<file path="config.mk">
export PLATFORM = sky130hd
export DESIGN_NAME = fifo_drain_ctrl
export DESIGN_NICKNAME = d
export VERILOG_FILES = /design/src/rtl/fifo_drain_ctrl.sv
export SDC_FILE = /design/constraint.sdc
export NUM_CORES = 1
export LEC_CHECK = 0
export ABC_AREA = 1
export CORE_AREA = 8 8 65 53
export DETAILED_ROUTE_END_ITERATION = 12
export DIE_AREA = 0 0 73 61
export DONT_BUFFER_PORTS = 1
export SYNTH_ARGS = -nofsm -noshare
export SYNTH_HDL_FRONTEND = slang
export SYNTH_SLANG_ARGS = --single-unit
export TNS_END_PERCENT = 5
</file>
<file path="constraint.sdc">
create_clock -name rd_clk -period 6.21 [get_ports rd_clk]
set_input_delay 1.242 -clock rd_clk [delete_from_list [all_inputs] [get_ports rd_clk]]
set_output_delay 1.242 -clock rd_clk [all_outputs]
set_load 0.01 [all_outputs]
</file>
<file path="src/rtl/fifo_drain_ctrl.sv">
// fifo_drain_ctrl: read-domain drain engine, FIFO memory port to a 2-deep valid/ready stream.
// Define FIFO_DRAIN_CNT_EN to build the delivered-word counter behind rd_count.
module fifo_drain_ctrl #(
   parameter int DATA_SIZE = 8,
   parameter int CNT_SIZE  = 16
) (
   input  logic                 rd_clk,
   input  logic                 rd_rst,
   input  logic                 rd_empty,
   input  logic [DATA_SIZE-1:0] rd_data,
   output logic                 rd_inc,
   input  logic                 flush,
   output logic [DATA_SIZE-1:0] out_data,
   output logic                 out_valid,
   input  logic                 out_ready,
   output logic [CNT_SIZE-1:0]  rd_count
);
   logic [1:0]           occ;
   logic                 inflight, head, tail, pop;
   logic [2:0]           level;
   logic [DATA_SIZE-1:0] mem [2];
   assign out_valid = occ != 2'd0;
   assign out_data  = mem[head];
   assign pop       = out_valid && out_ready;
   // words owned after this edge: buffered plus the one returning, minus the one leaving
   assign level     = {1'b0, occ} + {2'b0, inflight} - {2'b0, pop};
   assign rd_inc    = !rd_rst && !flush && !rd_empty && level < 3'd2;
   always_ff @(posedge rd_clk) begin
      if (rd_rst) begin
         occ      <= '0;
         inflight <= 1'b0;
         head     <= 1'b0;
         tail     <= 1'b0;
         mem      <= '{default: '0};
      end else if (flush) begin
         occ      <= '0;
         inflight <= 1'b0;
         head     <= 1'b0;
         tail     <= 1'b0;
      end else begin
         inflight <= rd_inc;
         occ      <= level[1:0];
         if (inflight) begin
            mem[tail] <= rd_data;
            tail      <= ~tail;
         end
         if (pop) head <= ~head;
      end
   end
`ifdef FIFO_DRAIN_CNT_EN
   always_ff @(posedge rd_clk) begin
      if (rd_rst) rd_count <= '0;
      else if (pop) rd_count <= rd_count + CNT_SIZE'(1);
   end
`else
   assign rd_count = '0;
`endif
endmodule

</file>
==> results of run 1 <==
Yosys cell counts:
cell / count
nor2_1: 42
nand2_1: 39
inv_1: 28
dfxtp_1: 21
buf_4: 16
o21ai_0: 9
nand2_2: 4
buf_2: 2
buf_6: 2
ha_1: 2
nand3_4: 2
a21oi_1: 1
clkbuf_4: 1
conb_1: 1
fa_1: 1
nand3_1: 1
xnor2_1: 1
registers in the layout, indices dropped and copies added (netlist names):
| name | flops |
|---|---|
| head | 1 |
| inflight | 1 |
| mem | 16 |
| occ | 2 |
| tail | 1 |
critical path, cell delays in order:
cell and delay, ns:
inv_1 0.02, nor2_1 0.13, ha_1 0.24, inv_1 0.06
ha_1 0.16, fa_1 0.43, nor2_1 0.10, nand2_1 0.07
nor2_1 0.21
per-layer routing:
layer	part of all wire, %	vias to the layer above
li1	-	465
met2	45	32
met3	14	2
met5	0	-
met1	41	393
met4	0.46	0
metrics by stage:
stage	total power [W]	cells	area [um2]
after floorplan	0.000169	188	1220
after global placement	0.000164	203	1100
after detailed placement	0.000165	203	1100
after CTS	0.000232	207	1130
after global routing	0.000241	207	1130
final	0.000227	207	1130
how the worst max path moves through the flow:
stage              to  slack, ns  cells after the start
2_1_floorplan  rd_inc       2.40                      9
3_3_place_gp   rd_inc       2.33                      9
3_5_place_dp   rd_inc       2.30                      9
4_1_cts        rd_inc       2.29                      9
5_1_grt        rd_inc       2.19                      9
6_report       rd_inc       2.31                      9
layout make-up:
class                   count  area [um2]  area share (%)
clock buffers               3        22.5            1.99
well taps                  36        45.0            3.98
multi-input cells         118         533            47.1
inverters                  28         105            9.29
clock inverters             1        5.00           0.442
flip-flops and latches     21         420            37.2
power by group:
part | switching [W] | internal, W
combinational | 0.0000166 | 0.00000516
clock | 0.0000420 | 0.0000240
sequential | 0.00000187 | 0.000138
total | 0.0000604 | 0.000167
kinds of logic after synthesis:
family | after synthesis | share of synthesized area (%)
AO/OA/AOI/OAI | 10 | 4.31
buffers and inverters | 49 | 22.8
other | 1 | 0.323
adder cells (fa/ha/maj) | 3 | 3.87
flip-flops | 21 | 36.2
AND/OR/NAND/NOR | 88 | 31.8
XOR/XNOR | 1 | 0.754
==> impl_metrics.json, run 1 <==
{
  "path_clk_slew_ns": 0.12,
  "busiest_layer": "met2",
  "synthCells": 173,
  "finalHoldViolations": 0,
  "end_kind": "primary output",
  "ys_ff_latch": 21,
  "whs_path_depth": 4,
  "ff2ff_setup_slack_ns": 4.36,
  "antenna_found_initial": 0,
  "fin_skew_ns": 0.0108,
  "period_share_pct": 62.8,
  "fp.dieW_um": 73,
  "fin_ws_ns": 2.31,
  "grt_pass1_wl_um": 3450,
  "synth_area_um2": 1160,
  "overflow": 0,
  "ant_nets": 0,
  "num_io_pins": 39,
  "gr-usage-met1_pct": 11.1,
  "fillCellCount": 266,
  "clockRootBuffer": "clkbuf_4",
  "chipHeight_um": 61,
  "max_cap_violations": 0,
  "startpoint": "out_ready",
  "yosysTopAreaCell": "dfxtp_1",
  "core_area_um2": 2460,
  "diodes": 0,
  "setup_viol": 0,
  "cts_buffers": 3,
  "globalRouteMet3Util_pct": 6.60,
  "first_global_vias": 758,
  "tritoncts": "yes",
  "routed_wl_um": 2190,
  "p_leak_nw": 0.583,
  "slew_viol_final": 0,
  "cts_setup_buffers": 0,
  "reg2reg_depth": 8,
  "initial_core_util_pct": 47.2,
  "hold_buffers": 0,
  "cts_max_level": 1,
  "synth_area_leaders": "dfxtp_1 36%, nor2_1 14%, nand2_1 13%",
  "reg2reg_from": "inflight$_SDFF_PP0_",
  "grt_usage_pct": 10.1,
  "status": "finished, final reports clean",
  "hp-start": "mem[11]$_SDFFE_PP0P_",
  "final_core_util_pct": 45.9,
  "ir_drop_mv": 0.124,
  "seq_area_frac_synth_pct": 36.2,
  "dp_slack_ns": 2.30,
  "final_cell_mix": "42 x nor2_1, 39 x nand2_1, 28 x inv_1",
  "drt_iter0_drc": 43,
  "start_kind": "input port",
  "rsz0062_at_grt": "false",
  "grt_max_degree": 19,
  "gp_congestion": 0.708,
  "final_common_cell": "nor2_1",
  "crit_fanout": 2,
  "firstDrtPassIters": 4,
  "powerDensity_nw_per_um2": 201,
  "cts_resized": 0,
  "critPathKind": "input port to primary output",
  "grt.met2_usage_pct": 16.1,
  "finalNetCount": 188,
  "post_route_cells_drive_above_1_share_pct": 5.85,
  "r2r_end": "inflight$_SDFF_PP0_",
  "required_ns": 4.97,
  "clock_sinks": 21,
  "area_growth_pct": -2.69,
  "dp_hpwl_um": 1680,
  "synth_top_area_share_pct": 36.2,
  "dieArea_um2": 4450,
  "wire_per_inst_um": 10.6,
  "hp-class": "register to register",
  "max_freq_mhz": 256,
  "avgSynthCellArea_um2": 6.72,
  "worstPathArrival_ns": 2.66,
  "clk_path_buf_depth": 2,
  "vias": 892,
  "finalSetupTns_ns": 0,
  "period_needed_ns": 3.90,
  "hold_end": "mem[11]$_SDFFE_PP0P_",
  "whs_ns": 0.525,
  "drc_errors": 0,
  "viasPerCell": 4.31,
  "yosysWarnings": 0,
  "tightest_slew_ns": 0.571,
  "relSlewSlack_pct": 61.9,
  "portBuffers": 0,
  "num_rows": 16,
  "clk_latency_ns": 0.30,
  "yosys.cell_types.count": 17
}
Power figures use the tool's default switching activity.
==> run 2: changes to the inputs <==
--- a/config.mk
+++ b/config.mk
@@ -10,6 +10,7 @@
 export DETAILED_ROUTE_END_ITERATION = 12
 export DIE_AREA = 0 0 73 61
 export DONT_BUFFER_PORTS = 1
+export PLACE_DENSITY = 0.66
 export SYNTH_ARGS = -nofsm -noshare
 export SYNTH_HDL_FRONTEND = slang
 export SYNTH_SLANG_ARGS = --single-unit
==> constraint.sdc (replaced) <==
create_clock -name rd_clk -period 3.5 [get_ports rd_clk]
set_input_delay 0.7 -clock rd_clk [delete_from_list [all_inputs] [get_ports rd_clk]]
set_output_delay 0.7 -clock rd_clk [all_outputs]
set_load 0.01 [all_outputs]
==> impl_metrics.json, run 2 (synthesis results as in run 1) <==
{
  "final_core_util_pct": 45.9,
  "required_ns": 2.80,
  "first_global_vias": 837,
  "relSlewSlack_pct": 63.8,
  "tightest_slew_ns": 0.543,
  "crit_family": "adder cells",
  "start_kind": "register",
  "p_clk_share_pct": 28.4,
  "multi_input_area_um2": 533,
  "antenna_found_initial": 0,
  "finalNetCount": 188,
  "finalSetupTns_ns": 0,
  "max_freq_mhz": 342,
  "p_comb_share_pct": 9.8,
  "numPlacedInstances": 203,
  "num_io_pins": 39,
  "cpMaxStageDelayCell": "fa_1",
  "cp_slowest_stage_delay_ns": 0.46,
  "grt_pass1_wl_um": 3570,
  "cts_resized": 0,
  "p_leak_nw": 0.583,
  "dieArea_um2": 4450,
  "rsz0062_at_grt": "false",
  "tritoncts": "yes",
  "max_cap_violations": 0,
  "fillCellCount": 266,
  "num_rows": 16,
  "clk_latency_ns": 0.30,
  "drt_iter0_drc": 29,
  "critPathKind": "register to primary output",
  "finalHoldViolations": 0,
  "grt_usage_pct": 10.4,
  "regMostFlops": "mem",
  "crit_fanout": 3,
  "final_common_cell": "nor2_1",
  "hold_buffers": 0,
  "seq_power_share_pct": 61.8,
  "seqCellArea_um2": 420,
  "diodes": 0,
  "top_regs": "mem x16, occ x2",
  "fp.dieW_um": 73,
  "initial_core_util_pct": 47.2,
  "setup_viol": 0,
  "period_share_pct": 83.4,
  "path_clk_slew_ns": 0.11,
  "stdcell_count": 207,
  "fin_skew_ns": 0.00418,
  "ant_nets": 0,
  "hp-class": "register to register",
  "final_area_um2": 1130,
  "grt_max_degree": 19,
  "intPower_w": 0.000296,
  "clock_sinks": 21,
  "clockRootBuffer": "clkbuf_4",
  "path_buf_inv": 2,
  "core_area_um2": 2460,
  "clk_path_buf_depth": 2,
  "placedInstanceArea_um2": 1100,
  "cts_max_level": 1,
  "largest_register_ffs": 16,
  "portBuffers": 0,
  "ir_drop_mv": 0.243,
  "area_growth_pct": -2.69,
  "end_kind": "primary output",
  "status": "finished, final reports clean",
  "cts_setup_buffers": 0,
  "final_cell_mix": "42 x nor2_1, 39 x nand2_1, 28 x inv_1",
  "wire_per_inst_um": 10.2,
  "gp_congestion": 0.706,
  "worstPathCellList": "inv_1 > ha_1 > inv_1 > ha_1 > fa_1 > nor2_1 > nand2_1 > nor2_1",
  "routed_wl_um": 2110,
  "drc_errors": 0,
  "post_route_cells_drive_above_1_share_pct": 5.85,
  "viasPerCell": 4.28,
  "period_needed_ns": 2.92,
  "whs_ns": 0.521,
  "worstPathArrival_ns": 2.22,
  "overflow": 0,
  "firstDrtPassIters": 4,
  "dp_hpwl_um": 1640,
  "switching_share_pct": 26.1,
  "powerDensity_nw_per_um2": 354,
  "slew_viol_final": 0,
  "chipHeight_um": 61,
  "switchingPower_w": 0.000104,
  "cts_buffers": 3,
  "vias": 886
}
run 2: cell counts in the layout (fill, tap and decap cells not counted):
Identical to the previous run, type by type.
run 2: per-layer routing:
metal	global-route usage (%)	part of all wire (%)	vias to the layer above	wire length, um
li1	-	-	465	-
met1	10.4	38	388	809
met2	17.9	48	31	1010
met3	6.60	13	2	283
met4	2.56	0.43	0	9
met5	0	0	-	0
run 2: through the flow:
| step | power, W | setup WS, ns |
|---|---|---|
| finish | 0.000401 | 0.580 |
| global route | 0.000428 | 0.432 |
| CTS | 0.000409 | 0.551 |
| detailed placement | 0.000292 | 0.638 |
| global placement | 0.000290 | 0.718 |
| floorplan | 0.000301 | 0.771 |
run 2: tightest hold or removal path, delay by kind of cell (launching register included):
family,cells,cell delay (ns)
DFF,1,0.33
and+or+nand+nor,3,0.12
buffers and inverters,1,0.05
run 2: power groups by stage:
| stage | sequential (W) | clock, W | combinational [W] |
|---|---|---|---|
| after global routing | 0.000249 | 0.000133 | 0.0000454 |
| after floorplan | 0.000252 | 0 | 0.0000484 |
| final | 0.000248 | 0.000114 | 0.0000392 |
| after global placement | 0.000253 | 0 | 0.0000372 |
| after detailed placement | 0.000253 | 0 | 0.0000387 |
| after CTS | 0.000248 | 0.000123 | 0.0000388 |
run 2: final timing paths:
path	start	endpoint	slack, ns	cells past startpoint
max	inflight$_SDFF_PP0_	rd_inc	0.58	8
min	mem[7]$_SDFFE_PP0P_	mem[7]$_SDFFE_PP0P_	0.52	4
max reg2reg	inflight$_SDFF_PP0_	inflight$_SDFF_PP0_	1.61	8
min reg2reg	mem[7]$_SDFFE_PP0P_	mem[7]$_SDFFE_PP0P_	0.52	4
run 2: final cells by class:
type | instances | area share, %
inverters | 28 | 9.29
flip-flops and latches | 21 | 37.2
clock buffers | 3 | 1.99
multi-input cells | 118 | 47.1
well taps | 36 | 3.98
clock inverters | 1 | 0.442
